**config.mk**
```make
export PLATFORM = sky130hd
export DESIGN_NAME = pipe_hazard_ctrl
export DESIGN_NICKNAME = d
export VERILOG_FILES = /design/src/rtl/pipe_pkg.sv /design/src/rtl/pipe_tag_stage.sv /design/src/rtl/pipe_hazard_ctrl.sv
export SDC_FILE = /design/constraint.sdc
export NUM_CORES = 1
export LEC_CHECK = 0
export CORE_MARGIN = 4
export CORE_UTILIZATION = 40
export CTS_CLUSTER_SIZE = 25
export DETAILED_ROUTE_END_ITERATION = 12
export PLACE_DENSITY = 0.76
export SYNTH_ARGS = -nofsm -noshare
export SYNTH_HDL_FRONTEND = slang
export SYNTH_SLANG_ARGS = --single-unit
```
**constraint.sdc**
```tcl
create_clock -name clk -period 1.48 [get_ports clk]
set_input_delay 0.222 -clock clk [delete_from_list [all_inputs] [get_ports clk]]
set_output_delay 0.222 -clock clk [all_outputs]
set_load 0.01 [all_outputs]
```
**src/rtl/pipe_pkg.sv**
```systemverilog
// Shared types and constants for the pipeline hazard controller.
package pipe_pkg;

  localparam int unsigned TAG_AW = 5;
  localparam int unsigned FWD_RF = 0;
  localparam int unsigned REG_X0 = 0;

  typedef struct packed {
    logic              valid;
    logic [TAG_AW-1:0] rd;
    logic              regwen;
    logic              is_load;
  } pipe_tag_t;

  // True when the tag will update a real architectural register (x0 excluded).
  function automatic logic tag_writes(pipe_tag_t t);
    return t.valid && t.regwen && (t.rd != TAG_AW'(REG_X0));
  endfunction

endpackage

```
**src/rtl/pipe_tag_stage.sv**
```systemverilog
// One in-flight destination tag: async clear, hold keeps the tag, bubble loads an empty tag.
module pipe_tag_stage
  import pipe_pkg::*;
(
  input  logic      clk,
  input  logic      rst,
  input  logic      hold,
  input  logic      bubble,
  input  pipe_tag_t d,
  output pipe_tag_t q
);

  always_ff @(posedge clk or negedge rst) begin
    if (!rst)         q <= '0;
    else if (!hold)   q <= bubble ? pipe_tag_t'('0) : d;
  end

endmodule

```
**src/rtl/pipe_hazard_ctrl.sv**
```systemverilog
// Hazard, forwarding and flush control for an NSTAGE-deep RV32I pipeline.
// Define PIPE_HAZARD_CTRL_PERF_EN to add stall/flush/retire performance counters.
module pipe_hazard_ctrl
  import pipe_pkg::*;
#(
  parameter int unsigned NSTAGE = 3,
  parameter int unsigned REG_AW = 5,
  parameter int unsigned FW     = $clog2(NSTAGE)
) (
  input  logic              clk,
  input  logic              rst,
  input  logic              f_valid,
  input  logic [REG_AW-1:0] f_rd,
  input  logic [REG_AW-1:0] f_rs1,
  input  logic [REG_AW-1:0] f_rs2,
  input  logic              f_regwen,
  input  logic              f_is_load,
  input  logic              f_use_rs1,
  input  logic              f_use_rs2,
  input  logic              redirect,
  output logic              stall_o,
  output logic              flush_o,
  output logic              bubble_o,
  output logic [FW-1:0]     fwd_a_sel,
  output logic [FW-1:0]     fwd_b_sel,
  output logic              wb_en_o,
  output logic [REG_AW-1:0] wb_rd_o,
  output logic [NSTAGE-2:0] stage_valid_o
`ifdef PIPE_HAZARD_CTRL_PERF_EN
  ,
  output logic [31:0]       perf_stall_o,
  output logic [31:0]       perf_flush_o,
  output logic [31:0]       perf_retire_o
`endif
);

  pipe_tag_t         tag_q [1:NSTAGE-1];
  logic [TAG_AW-1:0] rs1_q, rs2_q;
  logic              use_rs1_q, use_rs2_q;
  logic [FW-1:0]     sel_a, sel_b;
  logic              ld_a, ld_b;
  logic              need_a, need_b;

  // Tag chain: X holds on stall, stage 2 takes a bubble on stall, older stages always advance.
  for (genvar g = 1; g < NSTAGE; g++) begin : g_stage
    pipe_tag_t d;
    logic      hold;
    logic      bubble;
    if (g == 1) begin : g_x
      assign d      = '{valid: f_valid & ~flush_o, rd: TAG_AW'(f_rd),
                        regwen: f_regwen, is_load: f_is_load};
      assign hold   = stall_o;
      assign bubble = 1'b0;
    end else begin : g_older
      assign d      = tag_q[g-1];
      assign hold   = 1'b0;
      assign bubble = (g == 2) ? stall_o : 1'b0;
    end
    pipe_tag_stage u_tag (
      .clk    (clk),
      .rst    (rst),
      .hold   (hold),
      .bubble (bubble),
      .d      (d),
      .q      (tag_q[g])
    );
    assign stage_valid_o[g-1] = tag_q[g].valid;
  end

  // Source operands of the X instruction, held together with its tag.
  always_ff @(posedge clk or negedge rst) begin
    if (!rst) begin
      rs1_q     <= '0;
      rs2_q     <= '0;
      use_rs1_q <= 1'b0;
      use_rs2_q <= 1'b0;
    end else if (!stall_o) begin
      rs1_q     <= TAG_AW'(f_rs1);
      rs2_q     <= TAG_AW'(f_rs2);
      use_rs1_q <= f_use_rs1;
      use_rs2_q <= f_use_rs2;
    end
  end

  // Scan oldest to youngest so the youngest matching producer is left in sel_*/ld_*.
  always_comb begin
    sel_a = FW'(FWD_RF);
    sel_b = FW'(FWD_RF);
    ld_a  = 1'b0;
    ld_b  = 1'b0;
    for (int s = int'(NSTAGE) - 1; s >= 2; s--) begin
      if (tag_writes(tag_q[s]) && (tag_q[s].rd == rs1_q)) begin
        sel_a = FW'(s);
        ld_a  = tag_q[s].is_load && (s != int'(NSTAGE) - 1);
      end
      if (tag_writes(tag_q[s]) && (tag_q[s].rd == rs2_q)) begin
        sel_b = FW'(s);
        ld_b  = tag_q[s].is_load && (s != int'(NSTAGE) - 1);
      end
    end
  end

  // A bubble in X never consumes operands, so it cannot forward or stall.
  assign need_a    = tag_q[1].valid & use_rs1_q;
  assign need_b    = tag_q[1].valid & use_rs2_q;
  assign stall_o   = (need_a & ld_a) | (need_b & ld_b);
  assign bubble_o  = stall_o;
  assign flush_o   = redirect & ~stall_o & tag_q[1].valid;
  assign fwd_a_sel = (need_a && !ld_a) ? sel_a : FW'(FWD_RF);
  assign fwd_b_sel = (need_b && !ld_b) ? sel_b : FW'(FWD_RF);
  assign wb_en_o   = tag_writes(tag_q[NSTAGE-1]);
  assign wb_rd_o   = REG_AW'(tag_q[NSTAGE-1].rd);

`ifdef PIPE_HAZARD_CTRL_PERF_EN
  // Saturating event counters.
  always_ff @(posedge clk or negedge rst) begin
    if (!rst) begin
      perf_stall_o  <= '0;
      perf_flush_o  <= '0;
      perf_retire_o <= '0;
    end else begin
      if (stall_o && (perf_stall_o != '1))                  perf_stall_o  <= perf_stall_o + 32'd1;
      if (flush_o && (perf_flush_o != '1))                  perf_flush_o  <= perf_flush_o + 32'd1;
      if (tag_q[NSTAGE-1].valid && (perf_retire_o != '1))   perf_retire_o <= perf_retire_o + 32'd1;
    end
  end
`else
  // Counters absent in this build.
`endif

endmodule

```
# Word level (Yosys, flattened, before mapping)
# Index checks and enable logic that the tools add are counted.
# W data, S select, Z words.
[totals] ff_bits=26 in_bits=23 out_inout_bits=15 word_cells=26
[classes] eq_ne=2 n_mux=4 bitwise=5 n_reduce_logical=5
[ops] operator="$eq A5 B5 Y1" count=2
[ops] operator="$mux W2" count=4
[ops] operator="$reduce_bool A5 Y1" count=1
[ops] operator="$and A1 B1 Y1" count=4
[ops] operator="$logic_and A1 B1 Y1" count=4
[ops] operator="$not A1 Y1" count=1

# Depth between registers and ports, before layout
[logic_depth] depth_word=5 mapped_depth=3 mapped_depth_nobuf=3

# Hierarchy
# Synthesis repeated with hierarchy kept, for this count alone.
[unflattened] hier_cells=103 hier_area_um2=1161.1
[modules_own_cells] mod="pipe_tag_stage" n_inst=2 cells_each=32 area_per_inst_um2=334.1 seq_area_each_um2=200.2
[modules_own_cells] mod="pipe_hazard_ctrl" n_inst=1 cells_each=39 area_per_inst_um2=493.0 seq_area_each_um2=300.3

# Least setup slack after synthesis
# OpenSTA, ideal clock, no wires.
[synth_timing] kind="flip-flop to output port" startpoint="reg g_stage[2].u_tag.q[6] (netlist bit)" endpoint="out wb_en_o" arrival_time_ps=1121 required_ps=1258 setup_slack_ps=137 stages_incl_launch_ff=3 n_path_buf=0 cell_sequence="dfrtp_1 > or3_4 > o311a_1"
[synth_via] elab_chain_cells=2
[synth_rtl] item="start: declaration" line_no="pipe_tag_stage.sv:10" source="output pipe_tag_t q"
[synth_rtl] item="start signal: assignment" line_no="pipe_tag_stage.sv:15" source="else if (!hold) q <= bubble ? pipe_tag_t'('0) : d;"
[synth_rtl] item="$reduce_bool A5 Y1" line_no="pipe_pkg.sv:17" source="return t.valid && t.regwen && (t.rd != TAG_AW'(REG_X0));"
[synth_rtl] item="$logic_and A1 B1 Y1" line_no="pipe_pkg.sv:17"
[synth_rtl] item="end: declaration" line_no="pipe_hazard_ctrl.sv:26" source="output logic wb_en_o,"
# No other way between the ends.

# Worst setup path in the final report
[layout_timing] startpoint="reg g_stage[2].u_tag.q[2] (netlist bit)" endpoint="out wb_en_o"
# Same word-level chain as after synthesis.

==> results.sh <==
export IMPL_worst_path_buf_inv=1
export IMPL_syn_area_um2=907
export IMPL_final_area_mm2=0.00135
export IMPL_clk_latency_ns=0.31
export IMPL_rsz0062_at_grt="yes"
export IMPL_place_area_mm2=0.00126
export IMPL_drt_total_wl_um=1560
export IMPL_violations="negative setup slack"
export IMPL_antenna_found_initial=0
export IMPL_max_freq_ghz=0.549
export IMPL_grt_pass1_wl_um=2520
export IMPL_critical_path_required_ns=1.26
export IMPL_outcome="finished, violations left"
export IMPL_viasPerCell=4.25
export IMPL_pwr_density_cell_mw_per_mm2=955
export IMPL_rrSetupSlack_ns=0.64
export IMPL_slew_violations=0
export IMPL_end_kind="primary output"
export IMPL_hpwlAfterDp_um=1180
export IMPL_synth_cell_types=13
export IMPL_syn_area_per_cell_um2=15.1
export IMPL_tns_ns=-0.953
export IMPL_cts_tree="done"
export IMPL_final_cell_mix="24 x dfrtp_1, 21 x clkdlybuf4s50_1, 8 x buf_4, 6 x xnor2_1, 5 x dlygate4sd2_1"
export IMPL_crit_path_cell_trace="or3_4, o311a_1, buf_2"
export IMPL_met1_length_um=601
export IMPL_yosys_area_top_type_share_pct=71.7
export IMPL_grt_pass1_vias=574
export IMPL_ant_nets=0
export IMPL_cp_data_arrival_time_ns=1.60
export IMPL_critPathTopFamily="flip-flops"
export IMPL_routed_top_layer="met4"
export IMPL_final_util_pct=65.2
export IMPL_hold_ws_ns=0.250
export IMPL_setup_slack_ns=-0.342
export IMPL_hold_viol_final=0
export IMPL_area_growth_syn_to_layout_pct=48.3
export IMPL_met3WireLength_um=113
export IMPL_start_kind="flop"
export IMPL_yosys_area_top_type="dfrtp_1"
export IMPL_antenna_cells=0
export IMPL_leakage_uw=0.000600
export IMPL_ios=38
export IMPL_ys_ff_latch=26
export IMPL_drive_gt1_share_pct=29.3
export IMPL_clkTransAtPathRegs_ns=0.13
export IMPL_row_count=16
export IMPL_firstDrtPassIters=2
export IMPL_yosysWarnings=0
export IMPL_critPathMaxStageDelay_ns=0.42
export IMPL_port_buffers=32
export IMPL_cp_slowest_cell="dfrtp_1"
export IMPL_clk_path_buf_depth=2
export IMPL_synth_area_top_cells="dfrtp_1 72%, xnor2_1 9.7%, buf_4 9.1%"
export IMPL_finalCritPeriodShare_pct=123
export IMPL_cts_sinks=26
export IMPL_criticalPathCategory="flop to primary output"
export IMPL_first_iter_violations=3
export IMPL_syn_instance_count=60
export IMPL_rr_startpoint="g_stage[1].u_tag.q[7]"
export IMPL_place_gp_congestion=0.705
export IMPL_h_tree_depth=1
export IMPL_timing_rr_end="g_stage[1].u_tag.q[7]"
export IMPL_post_route_min_period_ns=1.82
export IMPL_core_mm2=0.00206
export IMPL_wl_met2_um=822
export IMPL_wl_per_cell_um=12.4
export IMPL_crit_fanout=2
export IMPL_vdd_drop_max_mv=0.757
export IMPL_worstRegToRegCells=3
export IMPL_grt_overflow=0
export IMPL_start_util_pct=44.0
export IMPL_nNetsFinal=123
export IMPL_drcViolationCount=0
export IMPL_clockRootBuffer="clkbuf_4"
export IMPL_yosysSeqAreaShare_pct=71.7
export IMPL_drv_cap=0
export IMPL_grt_max_degree=27
export IMPL_die_h_um=55.6
export IMPL_skew_ns=0.000377
export IMPL_numCtsBuffers=3
export IMPL_die_w_um=55.6
export IMPL_setup_viol=3
export IMPL_grt_usage_pct=10.3
export IMPL_final_common_cell="dfrtp_1"
export IMPL_dieArea_mm2=0.00309
export IMPL_num_vias=535
export IMPL_hold_path_class="input port to asynchronous set/reset pin"
-- state kept, by name (all words and copies together), names as in the netlist --
register         cells
use_rs2_q            1
rs1_q                5
g_stage.u_tag.q     14
use_rs1_q            1
rs2_q                5
-- logic make-up after synthesis --
family | after synthesis | share of synthesized area [%]
xor gates and xnor gates | 10 | 9.65
DFF | 26 | 71.7
other | 1 | 0.413
buffers and inverters | 11 | 9.10
and+or+nand+nor | 10 | 6.62
AOI/OAI and AO/OA | 2 | 2.48
-- repair_timing --
| action | CTS | global route |
|---|---|---|
| hold buffers | 0 | 0 |
| gates resized for setup | 27 | 9 |
| hold endpoints to repair | 0 | 0 |
| setup endpoints to repair | 11 | 6 |
| buffers inserted | 2 | 0 |
| pin swaps | 3 | 9 |
-- Yosys cell counts --
cell	count
o31ai_2	1
o311a_1	1
and3_1	1
and2_1	1
nand2_1	2
nand4_1	2
xnor2_1	10
nor2b_1	1
buf_4	11
dfrtp_1	26
or3_4	1
conb_1	1
nor3_1	2
-- where the power goes --
part	switching (uW)	internal [uW]
registers	22.3	747
clock network	187	150
logic	63.7	114
-- metal layers --
metal / GRT usage [%] / up-vias
met5: 0 / -
li1: - / 255
met2: 17.4 / 24
met4: 3.13 / 0
met3: 3.48 / 4
met1: 12.3 / 252
-- stage by stage --
stage	std cells	worst slack [ns]	power (uW)
2_1_floorplan	63	0.137	848
3_3_place_gp	121	-0.360	949
3_5_place_dp	121	-0.325	952
4_1_cts	127	-0.331	1280
5_1_grt	126	-0.416	1340
6_report	126	-0.342	1280
-- how the worst max path moves through the flow --
stage	start	endpoint	slack, ns	cells past startpoint
finish	g_stage[2].u_tag.q[2]	wb_en_o	-0.34	3
global route	g_stage[2].u_tag.q[2]	fwd_a_sel[1]	-0.42	6
CTS	g_stage[2].u_tag.q[6]	fwd_b_sel[1]	-0.33	4
detailed placement	g_stage[2].u_tag.q[2]	fwd_a_sel[1]	-0.32	4
global placement	g_stage[2].u_tag.q[3]	fwd_a_sel[1]	-0.36	5
floorplan	g_stage[2].u_tag.q[6]	wb_en_o	0.14	2
-- layout make-up --
cell class,instances,area (um2)
fill,150,717
sequential,26,653
clock buffer,4,36.3
multi-input combinational,26,234
tap,27,33.8
timing repair buffer,43,388
(Power assumes the default switching activity.)
